**src/rtl/sram_arbiter.sv**
```systemverilog
// Two-port arbiter sharing one 16-bit SRAM between instruction fetch
// and data memory; each 32-bit access runs as a low then high phase.
module sram_arbiter #(
  parameter int ADDR_W   = 20,
  parameter int WAIT_CYC = 1
) (
  input  logic              i_clk,
  input  logic              i_rst_n,
  input  logic              i_if_req,
  input  logic [31:0]       i_if_addr,
  output logic              o_if_ready,
  output logic [31:0]       o_if_data,
  input  logic              i_dm_req,
  input  logic              i_dm_we,
  input  logic [31:0]       i_dm_addr,
  input  logic [31:0]       i_dm_wdata,
  input  logic [3:0]        i_dm_be,
  output logic              o_dm_ready,
  output logic [31:0]       o_dm_rdata,
  output logic              o_busy,
  output logic              o_sram_ce_n,
  output logic              o_sram_oe_n,
  output logic              o_sram_we_n,
  output logic              o_sram_lb_n,
  output logic              o_sram_ub_n,
  output logic [ADDR_W-1:0] o_sram_addr,
  output logic [15:0]       o_sram_dq,
  output logic              o_sram_dq_oe,
  input  logic [15:0]       i_sram_dq
);

  typedef enum logic [1:0] {
    IDLE,
    LO,
    HI,
    DONE
  } state_t;

  localparam int CW = (WAIT_CYC > 1) ? $clog2(WAIT_CYC) : 1;
  localparam logic [CW-1:0] CMAX = CW'(WAIT_CYC - 1);

  // {ce_n, oe_n, we_n, lb_n, ub_n, dq_oe}
  localparam logic [5:0] STB_OFF = 6'b111110;

  state_t             state;
  logic [CW-1:0]      cnt;
  logic               gnt_dm;
  logic               last_dm;
  logic               we_q;
  logic [15:0]        wdata_hi_q;
  logic [1:0]         be_hi_q;
  logic [ADDR_W-1:0]  hi_addr_q;
  logic [15:0]        lo_q;

  logic               pick_dm;
  logic               sel_we;
  logic [31:0]        sel_word;
  logic [ADDR_W-1:0]  sel_lo_addr;
  logic [ADDR_W-1:0]  sel_hi_addr;
  logic               unused_ok;

  assign pick_dm     = i_dm_req & (~i_if_req | ~last_dm);
  assign sel_we      = pick_dm & i_dm_we;
  assign sel_word    = pick_dm ? {2'b00, i_dm_addr[31:2]} : i_if_addr;
  assign sel_lo_addr = ADDR_W'({sel_word, 1'b0});
  assign sel_hi_addr = ADDR_W'({sel_word, 1'b1});
  assign unused_ok   = &{1'b0, i_dm_addr[1:0]};

  // A write half with no byte enables leaves the chip deselected.
  function automatic logic [5:0] strb(input logic wr,
                                      input logic [1:0] en);
    logic act;
    act = |en;
    if (!wr) return 6'b001000;
    return {~act, 1'b1, ~act, ~en[0], ~en[1], act};
  endfunction

  always_ff @(posedge i_clk) begin
    if (!i_rst_n) begin
      state        <= IDLE;
      cnt          <= '0;
      gnt_dm       <= 1'b0;
      last_dm      <= 1'b0;
      we_q         <= 1'b0;
      wdata_hi_q   <= '0;
      be_hi_q      <= '0;
      hi_addr_q    <= '0;
      lo_q         <= '0;
      o_if_ready   <= 1'b0;
      o_dm_ready   <= 1'b0;
      o_if_data    <= '0;
      o_dm_rdata   <= '0;
      o_busy       <= 1'b0;
      o_sram_addr  <= '0;
      o_sram_dq    <= '0;
      {o_sram_ce_n, o_sram_oe_n, o_sram_we_n,
       o_sram_lb_n, o_sram_ub_n, o_sram_dq_oe} <= STB_OFF;
    end else begin
      o_if_ready <= 1'b0;
      o_dm_ready <= 1'b0;
      unique case (state)
        IDLE: begin
          if (i_if_req | i_dm_req) begin
            state       <= LO;
            o_busy      <= 1'b1;
            cnt         <= '0;
            gnt_dm      <= pick_dm;
            last_dm     <= pick_dm;
            we_q        <= sel_we;
            wdata_hi_q  <= i_dm_wdata[31:16];
            be_hi_q     <= i_dm_be[3:2];
            hi_addr_q   <= sel_hi_addr;
            o_sram_addr <= sel_lo_addr;
            if (sel_we) o_sram_dq <= i_dm_wdata[15:0];
            {o_sram_ce_n, o_sram_oe_n, o_sram_we_n,
             o_sram_lb_n, o_sram_ub_n, o_sram_dq_oe}
              <= strb(sel_we, i_dm_be[1:0]);
          end
        end
        LO: begin
          if (cnt == CMAX) begin
            cnt         <= '0;
            state       <= HI;
            lo_q        <= i_sram_dq;
            o_sram_addr <= hi_addr_q;
            if (we_q) o_sram_dq <= wdata_hi_q;
            {o_sram_ce_n, o_sram_oe_n, o_sram_we_n,
             o_sram_lb_n, o_sram_ub_n, o_sram_dq_oe}
              <= strb(we_q, be_hi_q);
          end else begin
            cnt <= cnt + CW'(1);
          end
        end
        HI: begin
          if (cnt == CMAX) begin
            cnt   <= '0;
            state <= DONE;
            {o_sram_ce_n, o_sram_oe_n, o_sram_we_n,
             o_sram_lb_n, o_sram_ub_n, o_sram_dq_oe} <= STB_OFF;
            if (gnt_dm) o_dm_ready <= 1'b1;
            else        o_if_ready <= 1'b1;
            if (!we_q) begin
              if (gnt_dm) o_dm_rdata <= {i_sram_dq, lo_q};
              else        o_if_data  <= {i_sram_dq, lo_q};
            end
          end else begin
            cnt <= cnt + CW'(1);
          end
        end
        DONE: begin
          state  <= IDLE;
          o_busy <= 1'b0;
        end
        default: state <= IDLE;
      endcase
    end
  end

endmodule

```
**config.mk**
```make
export PLATFORM = sky130hd
export DESIGN_NAME = sram_arbiter
export DESIGN_NICKNAME = d
export VERILOG_FILES = /design/src/rtl/sram_arbiter.sv
export SDC_FILE = /design/constraint.sdc
export NUM_CORES = 1
export LEC_CHECK = 0
export ABC_CLOCK_PERIOD_IN_PS = 3030
export CAP_MARGIN = 10
export CORE_UTILIZATION = 50
export CTS_BUF_LIST = sky130_fd_sc_hd__clkbuf_8
export DETAILED_ROUTE_END_ITERATION = 16
export GPL_TIMING_DRIVEN = 0
export PLACE_DENSITY = 0.9
export SETUP_SLACK_MARGIN = 0.2
export SLEW_MARGIN = 20
export SYNTH_ARGS = -nofsm -noshare
export SYNTH_HDL_FRONTEND = slang
export SYNTH_SLANG_ARGS = --single-unit
export TNS_END_PERCENT = 20
```
**constraint.sdc**
```tcl
create_clock -name i_clk -period 3.03 [get_ports i_clk]
set_input_delay 0.909 -clock i_clk [delete_from_list [all_inputs] [get_ports i_clk]]
set_output_delay 0.909 -clock i_clk [all_outputs]
set_load 0.01 [all_outputs]
```
# --- Word level (Yosys, flattened, before mapping) ---
# Cells that the tools add are included.
word_totals:
  regBits: 168
  in_bits: 121
  out_inout_bits: 109
  word_cells: 117
classes:
  addsub: 1
  n_eq_ne: 8
  mux: 52
  bitwise: 16
  reduce_logical: 19
ops:
  columns: ["operator", "count"]
  rows:
  - ["2-to-1 mux 16 bit", 4]
  - ["2-to-1 mux 20 bit", 2]
  - ["case mux 20 bit (2 select lines)", 1]
  - ["case mux 16 bit (2 select lines)", 1]
  - ["2-to-1 mux 1 bit", 27]
  - ["2-to-1 mux 6 bit", 4]
  - ["2-to-1 mux 19 bit", 1]
  - ["case mux 1 bit (3 select lines)", 6]
  - ["NOT 1 bit", 12]
  - ["AND reduction 4 bit", 3]
  - ["inequality test 2 bit (second input constant)", 5]
  - ["case mux 2 bit (4 select lines)", 1]
  - ["AND reduction 2 bit", 4]
  - ["2-to-1 mux 2 bit", 3]
  - ["AND reduction 3 bit", 2]
  - ["nonzero test 2 bit", 3]
  - ["OR reduction 2 bit", 3]
  - ["AND reduction 5 bit", 1]
  - ["equality test 2 bit (second input constant)", 2]
  - ["case mux 1 bit (2 select lines)", 2]
  - ["nonzero test 3 bit", 1]
  - ["OR reduction 3 bit", 1]
  - ["bitwise AND 1 bit", 2]
  - ["equality test 2 x 1 -> 1 bit (second input constant)", 1]
  - ["other kinds (3)", 4]

# --- Longest topological paths before layout ---
logic_depth:
  ltp_word: 11
  ltp_mapped: 9
  depth_no_buf: 6

# --- Worst setup path before layout ---
# Ideal clock, no wire load.
synth_timing:
  path_kind: "in2reg"
  startpoint: "input i_if_req"
  endpoint: "register o_sram_addr[15]"
  setup_time_ns: 0.117
  arrival_ns: 1.924
  path_slack_ns: 0.988
  stages: 5
  n_path_buf: 1
  path_cell_list: "or3b_1 > o21ai_2 > nor2_2 > buf_2 > a32o_1"
synth_between:
  elab_chain_len: 6
  word_cells_on_any_way: 9
  classes_between: "eq/ne (1); mux (3); bitwise (4); reduce/logical (1)"
synth_rtl:
  columns: ["item", "line", "rtl"]
  rows:
  - ["start: declaration", "9", "input logic i_if_req,"]
  - ["NOT 1 bit", "62", "assign pick_dm = i_dm_req & (~i_if_req | ~last_dm);"]
  - ["bitwise OR 1 bit", "62", null]
  - ["bitwise AND 1 bit", "62", null]
  - ["2-to-1 mux 19 bit", "64", "assign sel_word = pick_dm ? {2'b00, i_dm_addr[31:2]} : i_if_addr;"]
  - ["2-to-1 mux 20 bit", "103", "if (i_if_req | i_dm_req) begin"]
  - ["case mux 20 bit (2 select lines)", "101", "unique case (state)"]
  - ["end signal: assignment", "113", "o_sram_addr <= sel_lo_addr;"]
  - ["end signal: assignment", "125", "o_sram_addr <= hi_addr_q;"]
  - ["end: declaration", "26", "output logic [ADDR_W-1:0] o_sram_addr,"]
# Several ways; a longest one is shown, not always the timed one. The select of a mux whose other input is x is not followed.
# A chain may end at the register's enable or synchronous reset.

# --- Final worst setup path ---
layout_timing:
  startpoint: "input i_if_req"
  endpoint: "register o_sram_dq[10]"
layout_between:
  elab_chain_len: 6
  word_cells_on_any_way: 8
  classes_between: "eq/ne (2); bitwise (5); reduce/logical (1)"
layout_rtl:
  columns: ["item", "line", "rtl"]
  rows:
  - ["NOT 1 bit", "62", null]
  - ["bitwise OR 1 bit", "62", null]
  - ["bitwise AND 1 bit", "62", null]
  - ["bitwise AND 1 bit", "63", "assign sel_we = pick_dm & i_dm_we;"]
  - ["inequality test 2 bit (no source line)", null, null]
  - ["AND reduction 5 bit (no source line) *", null, null]
  - ["end signal: assignment", "114", "if (sel_we) o_sram_dq <= i_dm_wdata[15:0];"]
  - ["end signal: assignment", "126", "if (we_q) o_sram_dq <= wdata_hi_q;"]
  - ["end: declaration", "27", "output logic [15:0] o_sram_dq,"]
# Mark *: on every way between the ends. The rest lies on a longest branch, timed or not.

==> flow_summary.rst <==
.. list-table::
   :header-rows: 1

   * - Metric
     - Value
   * - Result of the run
     - completed
   * - Full die area
     - 13,750 um2
   * - Final antenna-violating net count
     - 0
   * - Total instance count after detailed placement
     - 1,120
   * - Leading cell types by total area after synthesis
     - sky130_fd_sc_hd__dfxtp_1 (50%), sky130_fd_sc_hd__nand2_1 (9.7%), sky130_fd_sc_hd__a21oi_1 (9.3%)
   * - Register area share after synthesis
     - 0.5035
   * - Combined flip-flop and latch cell area
     - 3343 um2
   * - Final Max Slew Viols
     - 0
   * - Hold Path Depth
     - 2
   * - Ports
     - 230
   * - Number of non-filler instances in the completed layout
     - 1,152
   * - Resized cells post-CTS
     - 0
   * - Highest fanout seen on the critical path
     - 10
   * - Kind of end point of the critical path
     - flip-flop
   * - Cell count after synthesis
     - 746
   * - Number of endpoints with negative hold slack in the final report
     - 0
   * - Initial DRT Pass Iterations
     - 7
   * - Area of the multi-input gates
     - 2980 um2
   * - Post-layout power
     - 7.501 mW
   * - Count of yosys warnings during synthesis
     - 0
   * - Synthesized cell area
     - 6640 um2
   * - Proportion of register bits with asynchronous set or reset after synthesis
     - 0
   * - Routed wire length per instance
     - 16.28 um
   * - Buffering stage count on the worst path with inverters included
     - 3
   * - Maximum clock insertion buffer count
     - 2
   * - Dominant synthesized flop cell
     - sky130_fd_sc_hd__dfxtp_1
   * - Setup-violating endpoint count in the final report
     - 0
   * - Length in cells of the worst reg-to-reg path
     - 9
   * - Maximum number of pins on one net before global-route repair
     - 17
   * - Final core occ
     - 0.7251
   * - Most used standard cell by instance count after synthesis
     - sky130_fd_sc_hd__nand2_1
   * - Synthesized area divided by synthesized cell count
     - 8.901 um2
   * - Slew HR
     - 0.4772
   * - RSZ-0062 raised after global routing
     - false
   * - Actual slew at the worst max-slew pin
     - 778.9 ps
   * - Path type of the worst min-delay path
     - flip-flop to flip-flop
   * - Clock network latency to the later pin of the worst-skew pair
     - 460 ps
   * - Final period utilization
     - 0.8197
   * - Peak Freq
     - 402.6 MHz
   * - Layout Nets
     - 1,093
   * - Core box area
     - 12,770 um2
   * - Initial antenna violation count
     - 0
   * - Clock-pin slew on the worst setup and hold paths
     - 80 ps
   * - Met2 routed wirelength
     - 8.886 mm
   * - Syn nets
     - 872
   * - Total of max-cap violations
     - 0
   * - Cell Rows
     - 41
   * - Total power divided by cell area
     - 809.8 nW/um2
   * - Number of sinks on the clock net
     - 167
   * - WL final
     - 18.76 mm
   * - Leakage
     - 3.370 nW
   * - Largest incremental delay on the critical path
     - 640 ps
   * - Clock buffers created by TritonCTS
     - 17
   * - Die outline height
     - 117.2 um
   * - Setup repair bufs after CTS
     - 0
   * - Number of distinct standard cells referenced by the synthesized netlist
     - 46
   * - Highest routed layer
     - met4
   * - Routed length on met3
     - 1.764 mm
   * - Fraction of layout instances using a drive strength above 1
     - 0.06837
   * - Number of fill cells
     - 942
   * - Fraction of post-synthesis cell area in the top cell type by area
     - 0.5035
   * - Critical path's top delay family
     - buffers and inverters
   * - Commonest cells post-synth
     - sky130_fd_sc_hd__nand2_1 (171), sky130_fd_sc_hd__dfxtp_1 (167), sky130_fd_sc_hd__a21oi_1 (124)
   * - Kind of start point of the critical path
     - primary input
   * - Number of diodes
     - 0
   * - Worst vdd ir
     - 536.1 uV
   * - Vias per Instance
     - 5.421
   * - Data required time at the worst endpoint
     - 3340 ps
   * - Post-synth EDFFs
     - 0
   * - Root cell of the clock tree
     - sky130_fd_sc_hd__clkbuf_8
   * - Global-route total usage across every layer
     - 0.2725
   * - Wire length of the first global-routing pass
     - 28.10 mm
   * - Setup tns final
     - 0 ps
   * - CP Cell Sequence
     - clkdlybuf4s50_1, nor3b_4, nor3_2, and2_1, buf_4, buf_6, a211oi_2
   * - Fin crit period
     - 2484 ps
   * - Via count
     - 6,245
   * - Max stage delay cell, worst path
     - sky130_fd_sc_hd__clkdlybuf4s50_1
   * - Clock tree from TritonCTS
     - done
   * - Number of global-route vias before repair
     - 5,725
   * - Dominant cell type by area after synthesis
     - sky130_fd_sc_hd__dfxtp_1
   * - Register bit count reported by yosys
     - 167
   * - Area added between synthesis and finish
     - 39.49%
   * - Worst hold-check slack
     - 457.1 ps
   * - Width of the die
     - 117.2 um
   * - Maximum level of the CTS H-tree
     - 4
   * - Effective utilization at floorplan
     - 0.5198
   * - Initial detailed-routing violation count
     - 413
   * - Worst clock skew
     - 8.522 ps
   * - Placer Congestion
     - 0.8322
   * - Count of hold buffers inserted by post-cts repair
     - 0
   * - Detailed-route wire length on metal 1
     - 7.708 mm
   * - Cell depth of the worst setup path
     - 7
   * - Detailed placer's ending HPWL
     - 13.67 mm
   * - Type of the setup path with the least slack
     - primary input to flip-flop
   * - Remaining routing DRC violations
     - 0
   * - Total gr overflow
     - 0
   * - Data arrival time of the critical path
     - 2800 ps
   * - Port Buffer Count
     - 202
## layer usage
layer  vias up  GRT usage
met5         -          0
met4         0     0.1173
met3        33    0.07878
met2       259     0.4569
met1      2949     0.3254
li1       3004          -
## tightest hold or removal path: cells and delay by family, from the launching register on
kind | cells | cell delay, ps
simple gates | 1 | 50
compound gates | 1 | 50
flops | 1 | 310
## sequential cells by signal, summed over array words and instances (netlist names)
register / flops
o_dm_rdata: 32
o_if_data: 32
hi_addr_q: 20
o_sram_addr: 20
lo_q: 16
o_sram_dq: 16
wdata_hi_q: 16
be_hi_q: 2
state: 2
last_dm: 1
o_busy: 1
o_dm_ready: 1
o_if_ready: 1
o_sram_ce_n: 1
o_sram_dq_oe: 1
o_sram_lb_n: 1
o_sram_oe_n: 1
o_sram_ub_n: 1
o_sram_we_n: 1
we_q: 1
## final cells by class
type / instances / area share
multi-input combinational: 514 / 0.3218
timing repair buffer: 202 / 0.2183
clock buffer: 18 / 0.02675
tap: 172 / 0.02323
inverter: 6 / 0.002431
sequential: 167 / 0.3609
clock inverter: 14 / 0.01486
buffer: 59 / 0.03174
## stage by stage
| step | instance area (um2) | setup slack, ps |
|---|---|---|
| final | 9263 | 546.3 |
| after global routing | 9263 | 351.3 |
| after CTS | 9263 | 602.0 |
| after detailed placement | 8877 | 117.1 |
| after global placement | 8877 | 144.0 |
| after floorplan | 6640 | 988.3 |
## report_power, final
group	internal, mW	switching, mW	total [mW]
registers	2.69	0.284	2.98
clock network	0.745	0.814	1.56
logic	1.40	1.56	2.96
## worst paths after layout
path	start	end	slack (ps)
worst max-delay path	i_if_req	o_sram_dq[10]$_SDFFE_PN0P_	550
worst min-delay path	o_dm_rdata[31]$_SDFFE_PN0P_	o_dm_rdata[31]$_SDFFE_PN0P_	460
worst min register to register	o_dm_rdata[31]$_SDFFE_PN0P_	o_dm_rdata[31]$_SDFFE_PN0P_	460
worst max register to register	state[0]$_SDFFE_PN0P_	o_sram_dq[10]$_SDFFE_PN0P_	730
## logic make-up after synthesis
group / share of synthesized area
simple gates: 0.1745
compound gates: 0.1881
flops: 0.5035
buf+inv: 0.04767
mux: 0.07688
fa+ha+maj: 0.009422
## layout by cell type (no fill, tap or decap), types with 10 or more instances in the layout
| cell | netlist | final |
|---|---|---|
| sky130_fd_sc_hd__clkdlybuf4s50_1 | 0 | 202 |
| sky130_fd_sc_hd__nand2_1 | 171 | 171 |
| sky130_fd_sc_hd__dfxtp_1 | 167 | 167 |
| sky130_fd_sc_hd__a21oi_1 | 124 | 124 |
| sky130_fd_sc_hd__mux2i_1 | 51 | 51 |
| sky130_fd_sc_hd__nand2b_1 | 42 | 42 |
| sky130_fd_sc_hd__clkbuf_1 | 37 | 37 |
| sky130_fd_sc_hd__nor2_1 | 25 | 25 |
| sky130_fd_sc_hd__o21ai_0 | 20 | 20 |
| sky130_fd_sc_hd__a32o_1 | 19 | 19 |
| sky130_fd_sc_hd__clkbuf_8 | 0 | 18 |
| sky130_fd_sc_hd__a211oi_2 | 10 | 10 |
Note: power is estimated with default switching activity, not from simulation.
